### src/rtl/treeval_pkg.sv
// Shared widths, enums and constants for treeval and its configuration loader.
package treeval_pkg;
  localparam int W_ADDR   = 10;
  localparam int W_N_DATA = 12;
  localparam int W_C_DATA = 10;
  localparam int W_REWARD = W_N_DATA;
  localparam int W_ACTION = 3;

  localparam logic [W_ACTION-1:0] ACT_PLAY    = 3'b001;
  localparam logic [W_ACTION-1:0] ACT_NO_PLAY = 3'b000;

  typedef enum logic [1:0] {FLD_PAR, FLD_REW, FLD_ACT, FLD_WGT} field_e;

  typedef enum logic [1:0] {
    ERR_NONE  = 2'b00,
    ERR_ZERO  = 2'b01,
    ERR_OVF   = 2'b10,
    ERR_ORDER = 2'b11
  } err_e;

  typedef enum logic [2:0] {S_IDLE, S_HDR, S_NODE, S_DRAIN, S_FIN} state_e;
endpackage

### src/rtl/tree_loader.sv
// Turns a framed header+record word stream into treeval conf/mem write strobes,
// validating node count and parent ordering along the way.
module tree_loader
  import treeval_pkg::*;
(
  input  logic                clk_i,
  input  logic                rst_ni,
  input  logic                start_i,
  input  logic                abort_i,
  input  logic                in_valid_i,
  output logic                in_ready_o,
  input  logic [W_N_DATA-1:0] in_data_i,
  output logic                conf_nodes_o,
  output logic [W_C_DATA-1:0] conf_data_o,
  output logic                mem_par_o,
  output logic                mem_rew_o,
  output logic                mem_act_o,
  output logic                mem_weight_o,
  output logic [W_ADDR-1:0]   mem_addr_o,
  output logic [W_N_DATA-1:0] mem_data_o,
  output logic                busy_o,
  output logic                done_o,
  output logic                err_o,
  output logic [1:0]          err_code_o
);

  state_e                state_q, state_d;
  err_e                  err_code_q, err_code_d;
  field_e                field_q;
  logic [W_ADDR-1:0]     node_q;
  logic [W_C_DATA-1:0]   count_q;
  logic [3:0]            stb_q;
  logic                  conf_nodes_q;
  logic [W_C_DATA-1:0]   conf_data_q;
  logic [W_ADDR-1:0]     mem_addr_q;
  logic [W_N_DATA-1:0]   mem_data_q;
  logic                  err_q;

  logic                  xfer, hdr_zero, hdr_ovf, par_bad, last_word;
  logic [W_C_DATA:0]     node_nx;

  assign xfer      = in_valid_i & in_ready_o;
  assign hdr_zero  = (in_data_i == '0);
  assign hdr_ovf   = |in_data_i[W_N_DATA-1:W_C_DATA];
  assign par_bad   = (field_q == FLD_PAR) && (in_data_i >= W_N_DATA'(node_q));
  // Last word of the frame is node N-1's weight; widen to avoid wrap at max count.
  assign node_nx   = (W_C_DATA+1)'(node_q) + (W_C_DATA+1)'(1);
  assign last_word = (field_q == FLD_WGT) && (node_nx == {1'b0, count_q});

  always_ff @(posedge clk_i or negedge rst_ni) begin
    if (!rst_ni) state_q <= S_IDLE;
    else         state_q <= state_d;
  end

  always_comb begin
    state_d    = state_q;
    err_code_d = err_code_q;
    if (abort_i) begin
      state_d = S_IDLE;
    end else begin
      case (state_q)
        S_IDLE: if (start_i) begin
          state_d    = S_HDR;
          err_code_d = ERR_NONE;
        end
        S_HDR: if (xfer) begin
          if (hdr_zero) begin
            state_d    = S_FIN;
            err_code_d = ERR_ZERO;
          end else if (hdr_ovf) begin
            state_d    = S_FIN;
            err_code_d = ERR_OVF;
          end else if (in_data_i == W_N_DATA'(1)) state_d = S_FIN;
          else                                     state_d = S_NODE;
        end
        S_NODE: if (xfer) begin
          if (par_bad) begin
            state_d    = S_DRAIN;
            err_code_d = ERR_ORDER;
          end else if (last_word) state_d = S_FIN;
        end
        S_DRAIN: if (xfer && last_word) state_d = S_FIN;
        S_FIN:   state_d = S_IDLE;
        default: state_d = S_IDLE;
      endcase
    end
  end

  always_comb begin
    in_ready_o = (state_q == S_HDR) || (state_q == S_NODE) || (state_q == S_DRAIN);
    busy_o     = (state_q != S_IDLE);
    done_o     = (state_q == S_FIN);
  end

  always_ff @(posedge clk_i or negedge rst_ni) begin
    if (!rst_ni) begin
      err_code_q   <= ERR_NONE;
      err_q        <= 1'b0;
      field_q      <= FLD_PAR;
      node_q       <= '0;
      count_q      <= '0;
      stb_q        <= '0;
      conf_nodes_q <= 1'b0;
      conf_data_q  <= '0;
      mem_addr_q   <= '0;
      mem_data_q   <= '0;
    end else begin
      stb_q        <= '0;
      conf_nodes_q <= 1'b0;
      err_code_q   <= err_code_d;
      // err only publishes on entry to FIN and is wiped when a new frame starts
      if (state_d == S_FIN && state_q != S_FIN)           err_q <= (err_code_d != ERR_NONE);
      else if (state_q == S_IDLE && start_i && !abort_i)  err_q <= 1'b0;
      if (!abort_i && xfer) begin
        case (state_q)
          S_HDR: if (!hdr_zero && !hdr_ovf) begin
            conf_nodes_q <= 1'b1;
            conf_data_q  <= in_data_i[W_C_DATA-1:0];
            count_q      <= in_data_i[W_C_DATA-1:0];
            node_q       <= W_ADDR'(1);
            field_q      <= FLD_PAR;
          end
          S_NODE, S_DRAIN: begin
            if (state_q == S_NODE && !par_bad) begin
              stb_q[field_q] <= 1'b1;
              mem_addr_q     <= node_q;
              mem_data_q     <= (field_q == FLD_ACT) ? W_N_DATA'(in_data_i[W_ACTION-1:0])
                                                     : in_data_i;
            end
            field_q <= field_e'(field_q + 2'd1);
            if (field_q == FLD_WGT) node_q <= node_q + W_ADDR'(1);
          end
          default: ;
        endcase
      end
    end
  end

  assign {mem_weight_o, mem_act_o, mem_rew_o, mem_par_o} = stb_q;
  assign conf_nodes_o = conf_nodes_q;
  assign conf_data_o  = conf_data_q;
  assign mem_addr_o   = mem_addr_q;
  assign mem_data_o   = mem_data_q;
  assign err_o        = err_q;
  assign err_code_o   = err_code_q;

endmodule

### config.mk
export PLATFORM = sky130hd
export DESIGN_NAME = tree_loader
export DESIGN_NICKNAME = d
export VERILOG_FILES = /design/src/rtl/treeval_pkg.sv /design/src/rtl/tree_loader.sv
export SDC_FILE = /design/constraint.sdc
export NUM_CORES = 1
export LEC_CHECK = 0
export CAP_MARGIN = 20
export CORE_MARGIN = 2
export CORE_UTILIZATION = 25
export CTS_BUF_LIST = sky130_fd_sc_hd__clkbuf_2
export CTS_CLUSTER_SIZE = 14
export DETAILED_ROUTE_END_ITERATION = 12
export PLACE_DENSITY = 0.5
export REMOVE_ABC_BUFFERS = 1
export SYNTH_ARGS = -nofsm -noshare
export SYNTH_HDL_FRONTEND = slang
export SYNTH_SLANG_ARGS = --single-unit
### constraint.sdc
create_clock -name clk_i -period 2.74 [get_ports clk_i]
set_input_delay 0.548 -clock clk_i [delete_from_list [all_inputs] [get_ports clk_i]]
set_output_delay 0.548 -clock clk_i [all_outputs]
set_load 0.005 [all_outputs]
# After elaboration in Yosys (flattened, before gate mapping)
# Cells that the tools add are included.
[word_totals]
inputBits = 17
n_memories = 0
romBits = 0
word_cells = 93
out_inout_bits = 43
mem_bits_rw = 0
reg_bits = 55
latch_bits = 0
[op_classes]
bitwise_logic = 1
n_addsub = 3
n_eq_ne = 12
shifts = 0
muxes = 35
n_mul = 0
n_reduce_logical = 29
n_div = 0
magnitude_cmp = 3
[op_table]
columns = ["operator", "n"]
rows = [
  ["3-bit two-way mux", 10],
  ["10-bit two-way mux", 2],
  ["10-bit one-hot mux with 2 select lines", 1],
  ["2-bit two-way mux", 8],
  ["12-bit by 1-bit == test with 1-bit output (second input constant)", 1],
  ["12-bit by 10-bit >= comparator with 1-bit output", 1],
  ["12-bit zero test", 1],
  ["12-bit two-way mux", 1],
  ["4-bit two-way mux", 3],
  ["3-bit one-hot mux with 4 select lines", 1],
  ["10-bit by 1-bit adder with 11-bit output (second input constant)", 1],
  ["11-bit by 10-bit == test with 1-bit output", 1],
  ["10-bit by 1-bit adder with 10-bit output (second input constant)", 1],
  ["1-bit logical AND", 10],
  ["3-bit AND reduction", 3],
  ["3-bit by 2-bit == test with 1-bit output (second input constant)", 2],
  ["3-bit == test (second input constant)", 2],
  ["1-bit two-way mux", 6],
  ["2-bit one-hot mux with 3 select lines", 1],
  ["2-bit nonzero test", 3],
  ["2-bit == test (second input constant)", 2],
  ["1-bit zero test", 4],
  ["2-bit one-hot mux with 2 select lines", 1],
  ["4-bit AND reduction", 1],
  ["14 further kinds", 16],
]

# Depth between registers and ports, before layout
[logic_depth]
depth_word = 11
ltp_mapped = 10

# Worst setup path after synthesis
# OpenSTA, ideal clock, no wires.
[synth_timing]
path_kind = "input to register"
startpoint = "input port in_data_i[9]"
endpoint = "register mem_addr_q[0], in the netlist mem_addr_o[0]"
path_buffers = 1
setup_time_ns = 0.125
cell_stages = 6
path_slack_ns = 0.268
t_arrival_ns = 2.347
cell_sequence = "ha_1 a2111oi_0 o21ai_1 a21oi_2 buf_2 mux2_2"
[synth_via]
elab_chain_len = 5
[synth_rtl]
columns = ["item", "line_no", "source"]
rows = [
  ["from (decl)", "tree_loader.sv:12", "input logic [W_N_DATA-1:0] in_data_i,"],
  ["12-bit by 10-bit >= comparator with 1-bit output", "tree_loader.sv:45", "assign par_bad = (field_q == FLD_PAR) && (in_data_i >= W_N_DATA'(node_q));"],
  ["1-bit logical AND", "tree_loader.sv:45", ""],
  ["1-bit zero test", "tree_loader.sv:124", "if (state_q == S_NODE && !par_bad) begin"],
  ["1-bit logical AND", "tree_loader.sv:124", ""],
  ["3-bit AND reduction (no source line)", "-", ""],
  ["to (signal assigned)", "tree_loader.sv:126", "mem_addr_q <= node_q;"],
  ["to (decl)", "tree_loader.sv:35", "logic [W_ADDR-1:0] mem_addr_q;"],
]
# No other way between the ends.
# A chain may end at the register's enable or synchronous reset.

# Final worst setup path
[layout_timing]
startpoint = "register node_q[1]"
endpoint = "register err_q, in the netlist err_o"
[layout_via]
elab_chain_len = 11
elab_cells_between_ends = 21
cone_classes = "add/sub (1); order compare (1); eq/ne (2); mux (11); reduce/logical (6)"
[layout_rtl]
columns = ["item", "line_no", "source"]
rows = [
  ["from (decl)", "tree_loader.sv:30", "logic [W_ADDR-1:0] node_q;"],
  ["from (signal assigned)", "tree_loader.sv:131", "if (field_q == FLD_WGT) node_q <= node_q + W_ADDR'(1);"],
  ["10-bit by 1-bit adder with 11-bit output", "tree_loader.sv:47", "assign node_nx = (W_C_DATA+1)'(node_q) + (W_C_DATA+1)'(1);"],
  ["11-bit by 10-bit == test with 1-bit output", "tree_loader.sv:48", "assign last_word = (field_q == FLD_WGT) && (node_nx == {1'b0, count_q});"],
  ["1-bit logical AND", "tree_loader.sv:48", ""],
  ["3-bit two-way mux", "tree_loader.sv:80", "end else if (last_word) state_d = S_FIN;"],
  ["3-bit two-way mux", "tree_loader.sv:77", "if (par_bad) begin"],
  ["3-bit two-way mux", "tree_loader.sv:76", "S_NODE: if (xfer) begin"],
  ["3-bit one-hot mux with 4 select lines", "tree_loader.sv:61", "case (state_q)"],
  ["3-bit two-way mux", "tree_loader.sv:58", "if (abort_i) begin"],
  ["3-bit == test", "tree_loader.sv:112", "if (state_d == S_FIN && state_q != S_FIN) err_q <= (err_code_d != ERR_NONE);"],
  ["1-bit logical AND", "tree_loader.sv:112", ""],
  ["1-bit two-way mux or 2-bit nonzero test (tied branches)", "-", ""],
  ["to (signal assigned)", "tree_loader.sv:112", ""],
  ["to (decl)", "tree_loader.sv:37", "logic err_q;"],
]
# Several ways; a longest one is shown, not always the timed one.

==> summary.md <==
| Metric | Value |
|---|---|
| Outcome | `complete, no violations` |
| Row count | `a little over 40` |
| Non-filler cells, final | `approximately 570` |
| Skew final | `27.3 ps` |
| Die width | `around 120 µm` |
| Post-synth EDFFs | `0` |
| Ys async rst share | `100%` |
| Max-slew headroom | `between 50% and 60%` |
| Total number of vias | `roughly 2700` |
| Most frequent cells in the layout | `clkdlybuf4s50_1 (58), dfrtp_1 (54), mux2_2 (31)` |
| Buf/Inv on CP | `0` |
| Pre-CTS setup slack | `-201 ps` |
| Switch Pwr | `~0.53 mW` |
| RSZ-0062 raised after global routing | `false` |
| WP data arrival | `between 2000 and 3000 ps` |
| Number of routed nets with antenna violations | `0` |
| Switch share | `between 20 and 30%` |
| Total Power | `between 1.5 and 2 mW` |
| WP data required | `3090 ps` |
| Final hold violation count | `0` |
| Via count of the first global-routing pass | `roughly 2800` |
| Worst setup EP type | `register` |
| First-pass GRT wire length | `~15000 µm` |
| Peak supply drop | `about 200 µV` |
| Final WL | `~9000 µm` |
| WL per Instance | `about 16 µm` |
| Die footprint | `approximately 14000 µm²` |
| Largest net degree at the start of global routing | `29` |
| Worst slew pin tran | `698 ps` |
| Post-DP HPWL | `between 6000 and 7000 µm` |
| Cell family with most CP delay | `simple AND/OR/NAND/NOR gates` |
| Pwr Density | `approximately 420 nW/µm²` |
| Number of synthesized register bits | `55` |
| Ys flop type | `dfrtp_1` |
| Inserted Clock Buffers | `5` |
| Gpl congestion | `approximately 0.86` |
| Initial antenna violation count | `0` |
| Drt pass-1 iters | `4` |
| Fillers | `around 1300` |
| Max-Cap Viols | `0` |
| # DRC | `0` |
| Cts hold-fix bufs | `0` |
| Post-CTS setup buffer count | `0` |
| Critical-path cell list | `ha_1 -> nand3_1 -> nor3_1 -> o311a_1 -> o2111ai_1 -> and4bb_1 -> nor3b_2` |
| P_int | `approximately 1.2 mW` |
| Max Clk Rate | `between 400 and 500 MHz` |
| Latest clock arrival within the worst-skew pair | `approximately 450 ps` |
| Layout area overhead | `30.5%` |
| # diodes | `0` |
| Placed Instances | `558` |
| Fin nets | `around 430` |
| Sequential power share | `between 50% and 60%` |
| Seq/Total Area, Yosys | `between 40% and 50%` |
| I/O pin count | `60` |
| Core area | `around 13000 µm²` |
| Post-Syn Area | `about 3200 µm²` |
| CP max FO | `7` |
| Period utilization | `roughly 91%` |
| Slowest-stage cell, CP | `dfrtp_1` |
| Yosys warning count | `0` |
| Mean Syn Cell Area | `~10 µm²` |
| Total congestion overflow | `0` |
| Distinct cells, synth | `61` |
| LEAKAGE | `around 1.8 nW` |
| Max-slew violation count | `0` |
| Final min period | `2500 ps` |
| Worst Hold Class | `input port to asynchronous set/reset pin` |
| CTS tree | `done` |
| Gate Count Post-Synth | `around 310` |
| Htree depth | `2` |
| IO buf count | `between 50 and 60` |
| Clock power share | `about a quarter` |
| GRT Total Usage | `a little over an eighth` |
| Initial DRC count | `about 140` |
| Commonest non-fill, non-tap cell in the layout | `clkdlybuf4s50_1` |
| CP Launch Type | `register` |
| Drt via density | `approximately 4.8` |
| Die Y | `roughly 120 µm` |
| Max stage delay on crit path | `around 590 ps` |
| Worst setup path class | `register to register` |
| Setup violation total in the final timing report | `0` |
| Clock root buffer | `clkbuf_2` |
| CTS max path bufs | `2` |
| PnR worst setup slack | `roughly 240 ps` |
| Comb power frac | `roughly 22%` |
| Layout cells sized above 1 | `~19%` |
| Post-cts resize count | `0` |
| Clock sinks | `55` |
| Initial cell density of the core | `about a quarter` |
| Clk slew on worst S/H paths | `around 300 ps` |
## stage by stage
stage | util [%] | hold slack [ps] | area [µm²] | TNS, ps
floorplan | - | 252 | 3150 | 0
global placement | 33.0 | 495 | 4180 | -4100
detailed placement | 33.0 | 489 | 4180 | -4360
CTS | 33.4 | 90.8 | 4240 | 0
global route | 33.4 | 75.0 | 4240 | 0
finish | 33.4 | 83.6 | 4240 | 0
## state kept, by name, indices dropped and copies added (netlist names)
name	cells
field_q	2
mem_data_o	12
conf_data_o	10
err_code_o	2
mem_addr_o	10
state_q	3
node_q	10
conf_nodes_o	1
stb_q	4
err_o	1
## layout make-up
class | instances | area (µm²) | area share [%]
clock inverters | 1 | 30.0 | 0.709
multi-input cells | 233 | 1730 | 40.8
repair buffers | 85 | 806 | 19.0
inverters | 13 | 48.8 | 1.15
flip-flops and latches | 55 | 1380 | 32.5
well taps | 172 | 215 | 5.08
clock buffers | 6 | 30.0 | 0.709
## worst register-to-register path, delay by kind of cell, from the launching register on
kind                     cells  cell delay [ps]
AO/OA/AOI/OAI                2              460
AND/OR/NAND/NOR              4             1040
flip-flops                   1              590
adder cells (fa/ha/maj)      1              310
## Yosys cell counts (2+ instances only)
| master | count | area (µm²) |
|---|---|---|
| dfrtp_1 | 55 | 1380 |
| mux2_2 | 31 | 349 |
| o21ai_0 | 23 | 115 |
| nand2_1 | 19 | 71.3 |
| nor2_1 | 16 | 60.1 |
| ha_1 | 15 | 188 |
| inv_1 | 13 | 48.8 |
| nor2b_1 | 13 | 81.3 |
| nand3_1 | 10 | 50.1 |
| a21oi_1 | 9 | 45.0 |
| nor3_1 | 9 | 45.0 |
| and2_1 | 6 | 37.5 |
| clkbuf_1 | 6 | 22.5 |
| xnor2_1 | 6 | 52.6 |
| and3_1 | 5 | 31.3 |
| nand2b_1 | 5 | 31.3 |
| o31ai_1 | 5 | 37.5 |
| xor2_1 | 5 | 43.8 |
| a22oi_1 | 3 | 22.5 |
| a31oi_1 | 3 | 18.8 |
| clkbuf_8 | 3 | 41.3 |
| nand4_1 | 3 | 18.8 |
| o41ai_1 | 3 | 26.3 |
| a2111oi_0 | 2 | 17.5 |
| a21boi_0 | 2 | 15.0 |
| buf_2 | 2 | 10.0 |
| nand3b_1 | 2 | 15.0 |
| nor4_1 | 2 | 12.5 |
| o21a_1 | 2 | 15.0 |
| o21ai_1 | 2 | 10.0 |
| o21bai_1 | 2 | 15.0 |
| o221ai_1 | 2 | 17.5 |
| or3_1 | 2 | 12.5 |
## logic make-up (layout without fill, tap and decap cells)
logic type                 count (synthesis)  after routing  synth area share [%]
AOI/OAI and AO/OA                         73             73                  15.6
and+or+nand+nor                          102            102                  17.8
DFF                                       55             55                  42.4
xor gates and xnor gates                  11             11                  2.97
muxes                                     32             32                  11.1
adders and majority gates                 15             15                  5.78
buffers and inverters                     26            105                  4.35
## metal layers
layer	part of all wire (%)	up-vias	GRT usage (%)
met5	0	-	0
met4	1.2	0	3.31
met3	5.4	9	2.28
met2	44	94	20.4
met1	49	1313	19.7
li1	-	1301	-
## power by group through the flow
stage	combinational (mW)	sequential (mW)	clock, mW
2_1_floorplan	0.185	0.935	0
3_3_place_gp	0.387	0.960	0
3_5_place_dp	0.392	0.961	0
4_1_cts	0.395	0.948	0.444
5_1_grt	0.437	0.960	0.479
6_report	0.390	0.947	0.426
## final timing paths
path	startpoint	to	slack (ps)	cells after the start
max in group asynchronous	rst_ni	conf_data_o[0]	2060	2
min in group clk_i	mem_data_o[4]	mem_data_o[4]	550	1
setup / recovery	node_q[1]	err_o	240	7
hold reg to reg	mem_data_o[4]	mem_data_o[4]	550	1
hold / removal	rst_ni	node_q[9]	80	1
setup reg to reg	node_q[1]	err_o	240	7
No activity file was read; power rests on OpenSTA's default activity.
